### src/rtl/if_id_pipe_reg.sv
// IF/ID pipeline register with stall/flush sequencing and gated rs1/rs2 fields for the hazard unit.
// Optional perf counters are enabled by defining IF_ID_PERF_EN.
module if_id_pipe_reg #(
  parameter int unsigned       PC_W      = 64,
  parameter int unsigned       INSTR_W   = 32,
  parameter logic [INSTR_W-1:0] NOP_INSTR = 32'h0000_0013
) (
  input  logic               clk,
  input  logic               arst_n,
  input  logic               en,
  input  logic               if_id_write,
  input  logic               flush,
  input  logic [PC_W-1:0]    pc_if,
  input  logic [INSTR_W-1:0] instr_if,
  output logic [PC_W-1:0]    pc_id,
  output logic [INSTR_W-1:0] instr_id,
  output logic               valid_id,
  output logic [4:0]         rs1_id,
  output logic [4:0]         rs2_id,
  output logic [1:0]         state_id,
  output logic [31:0]        stall_cycles,
  output logic [31:0]        flush_count
);

  typedef enum logic [1:0] {
    RUN    = 2'b00,
    HOLD   = 2'b01,
    BUBBLE = 2'b10
  } state_e;

  state_e             state_q;
  logic [PC_W-1:0]    pc_q;
  logic [INSTR_W-1:0] instr_q;
  logic               valid_q;

  // Flush outranks a stall so a squashed instruction can never be held in ID.
  always_ff @(posedge clk or negedge arst_n) begin
    if (!arst_n) begin
      state_q <= BUBBLE;
      pc_q    <= '0;
      instr_q <= NOP_INSTR;
      valid_q <= 1'b0;
    end else if (en) begin
      if (flush) begin
        state_q <= BUBBLE;
        pc_q    <= pc_if;
        instr_q <= NOP_INSTR;
        valid_q <= 1'b0;
      end else if (!if_id_write) begin
        state_q <= HOLD;
      end else begin
        state_q <= RUN;
        pc_q    <= pc_if;
        instr_q <= instr_if;
        valid_q <= 1'b1;
      end
    end
  end

  assign pc_id    = pc_q;
  assign instr_id = instr_q;
  assign valid_id = valid_q;
  assign state_id = state_q;

  // Bubbles present x0 so the hazard compare never matches on a squashed slot.
  assign rs1_id = valid_q ? instr_q[19:15] : 5'd0;
  assign rs2_id = valid_q ? instr_q[24:20] : 5'd0;

`ifdef IF_ID_PERF_EN
  logic [31:0] stall_cycles_q, stall_cycles_d;
  logic [31:0] flush_count_q,  flush_count_d;

  always_comb begin
    stall_cycles_d = stall_cycles_q;
    flush_count_d  = flush_count_q;
    if (en) begin
      if (flush) begin
        if (flush_count_q != 32'hFFFF_FFFF) flush_count_d = flush_count_q + 32'd1;
      end else if (!if_id_write) begin
        if (stall_cycles_q != 32'hFFFF_FFFF) stall_cycles_d = stall_cycles_q + 32'd1;
      end
    end
  end

  always_ff @(posedge clk or negedge arst_n) begin
    if (!arst_n) begin
      stall_cycles_q <= '0;
      flush_count_q  <= '0;
    end else begin
      stall_cycles_q <= stall_cycles_d;
      flush_count_q  <= flush_count_d;
    end
  end

  assign stall_cycles = stall_cycles_q;
  assign flush_count  = flush_count_q;
`else
  assign stall_cycles = 32'd0;
  assign flush_count  = 32'd0;
`endif

endmodule

### config.mk
export PLATFORM = sky130hd
export DESIGN_NAME = if_id_pipe_reg
export DESIGN_NICKNAME = d
export VERILOG_FILES = /design/src/rtl/if_id_pipe_reg.sv
export SDC_FILE = /design/constraint.sdc
export NUM_CORES = 1
export LEC_CHECK = 0
export BUFFER_PORTS_ARGS = -buffer_cell sky130_fd_sc_hd__buf_2
export CAP_MARGIN = 20
export CORE_UTILIZATION = 44
export CTS_CLUSTER_DIAMETER = 30
export DETAILED_ROUTE_END_ITERATION = 16
export PLACE_DENSITY = 0.79
export SYNTH_ARGS = -nofsm -noshare
export SYNTH_HDL_FRONTEND = slang
export SYNTH_SLANG_ARGS = --single-unit
### constraint.sdc
create_clock -name clk -period 1.25 [get_ports clk]
set_clock_uncertainty 0.15 [all_clocks]
set_input_delay 0.125 -clock clk [delete_from_list [all_inputs] [get_ports clk]]
set_output_delay 0.125 -clock clk [all_outputs]
set_load 0.005 [all_outputs]
==> impl_metrics.ini <==
[grt]
antenna_found_initial = 0
track_usage = 0.2424
overflow = 0
grt_pass1_wl_mm = 20.93
grt_pass1_vias = 4158
grt_max_degree = 59

[flow_run]
cap_violations = 0

[timing]
setup_ws_ns = -0.1556
rsz0062_at_grt = true
hold_viol = 0
fin_crit_sh = 1.125
clock.fmax_mhz = 711.4
holdWs_ns = 0.03289
fin_crit_ns = 1.406
final-setup-viol-count = 15
slew_violations = 0

[clocking]
clkLatencyLatePin_ns = 0.35
cts-buffers-inserted = 9
cts_tree = done
clk_root_buffer_cell = clkbuf_8
h-tree-depth = 3
cts_buffer_depth = 2
clock-sinks = 99
cts.clk_slew.worst_paths_ns = 0.09

[status]
violations = negative setup slack
status = complete, but fails checks

[synth]
synth_top_area_cell = dfrtp_1
synth_mux_area_frac = 0.1563
synth_area_per_cell_um2 = 11.98
synth_area_leaders = dfrtp_1, mux2_2, buf_4
yosysWarnings = 0
syn_area_um2 = 4755
synth_cell_types = 24
ys_seq_area_frac = 0.5221
synth_seq_cells = 99
postSynthCellCount = 397
yosys.area_share.simple = 0.1011
synthXorXnorAreaFrac = 0
synth_adder_area_share = 0
synth-compound-area-share = 0.05895
synth_top_family_by_area = buffers and inverters
synth_top_area_frac = 0.5000

[power]
leakage_nw = 3.502
finalPower_mw = 7.653
peakVddDrop_mv = 0.7339
power-per-cell-area_nw_per_um2 = 1087

[final_layout]
layout-drive-gt1-share = 0.4544
finalInstanceArea_um2 = 7038
layout_common_cells = buf_2, dlygate4sd3_1, dfrtp_1
n_antenna_cell = 0
layout_commonest_cell = buf_2
synthToLayoutAreaGrowth_pct = 48.03
fill_cells = 719
multiInputGateArea_um2 = 1744
seq_area_um2 = 2484
fin_nets = 820

[route]
via_per_inst = 4.745
dr.pass1.iters = 5
wl_per_cell_um = 15.55
routed_wl_mm = 13.37
drt-initial-drc-count = 261
vias = 4081
ant_nets = 0
drc_errors = 0

[die]
die_x_um = 106.0
fp.coreArea_um2 = 10420
fp.dieH_um = 106.0
num_rows = 37
start_util = 0.4565
dieArea_um2 = 11230
num_io_pins = 274

[place]
place.detailed.hpwl_mm = 8.076
pre_cts_ws_ns = -0.1467
placed_area_um2 = 5837
port_buffers = 209
gp_congestion = 0.7124

[setup_path]
end_kind = output port
required_ns = 0.98
critical_path.startpoint = valid_id
worstPathArrival_ns = 1.13
r2r-start = instr_id[0]
worstPathMaxFanout = 12
worstSetupPathType = flop to output port
critPathLaunchType = flop

[worst_hold_path]
hold_start = instr_if[1]
hp-class = input pin to flop
## cell usage after synthesis
cell type and count:
nor4bb_1 3, dfstp_2 4, or2_2 1, and4b_1 2, o21ai_4 1, clkbuf_2 1, buf_4 65, and2_1 10
nor2_1 4, inv_1 27, conb_1 1, nand2b_1 27, o221ai_1 27, nor2b_1 2, nand3_1 27, dfrtp_1 95
nor3_1 6, buf_8 6, a21oi_1 2, buf_2 10, a211o_1 2, buf_1 1, mux2_2 66, clkbuf_1 7
## worst paths after layout
check,end,slack [ns],cells after the start
min in group asynchronous,pc_id[51],0.14,3
setup reg to reg,instr_id[0],0.05,4
max in group asynchronous,pc_id[54],0.35,3
setup / recovery,rs1_id[3],-0.16,2
hold / removal,instr_id[1],0.03,3
hold reg to reg,pc_id[51],0.36,1
## power by group
part / leakage, nW / switching, mW / internal [mW]
Sequential: 1.20 / 0.275 / 3.61
Combinational: 2.22 / 0.791 / 1.08
Clock: 0.0859 / 1.10 / 0.787
## what timing repair did
action / in CTS / in global routing
endpoints found under the setup margin: 15 / 15
hold buffers: 97 / 0
endpoints found under the hold margin: 194 / 0
buffers inserted: 3 / 2
gates resized for setup: 2 / 1
pin swaps: 0 / 0
## flip-flops by register name (all words and copies together), names as in the netlist
register and cells:
pc_id 64, instr_id 32, state_id 2, valid_id 1
## cell families after synthesis
family          count (synthesis)
buf+inv                       117
flops                          99
simple gates                   82
mux                            66
compound gates                 32
other cells                     1
## per-layer routing
| metal | track usage | routed length [um] | share of wire |
|---|---|---|---|
| met2 | 0.4384 | 7131 | 0.53 |
| met5 | 0 | 0 | 0 |
| met3 | 0.05641 | 836 | 0.063 |
| met4 | 0.1230 | 454 | 0.034 |
| met1 | 0.2644 | 4952 | 0.37 |
## per-stage QoR
stage          instances  utilization  TNS (ns)
6_report             860       0.6757    -1.625
5_1_grt              860       0.6757    -2.431
4_1_cts              858       0.6736    -2.052
3_5_place_dp         742       0.5604    -7.298
3_3_place_gp         742       0.5604    -5.629
2_1_floorplan        460            -   -0.8272
## final cells by class
| class | count | area share |
|---|---|---|
| Multi-Input combinational cell | 244 | 0.2478 |
| Timing Repair Buffer | 338 | 0.3353 |
| Inverter | 27 | 0.01440 |
| Clock buffer | 11 | 0.02009 |
| Tap cell | 136 | 0.02418 |
| Clock inverter | 5 | 0.005333 |
| Sequential cell | 99 | 0.3529 |
## worst max-delay path, cell delays in order (launching register included)
cell and delay (ns):
dfrtp_2 0.49, and2_1 0.16, buf_2 0.12
Note: power is estimated with default switching activity, not from simulation.
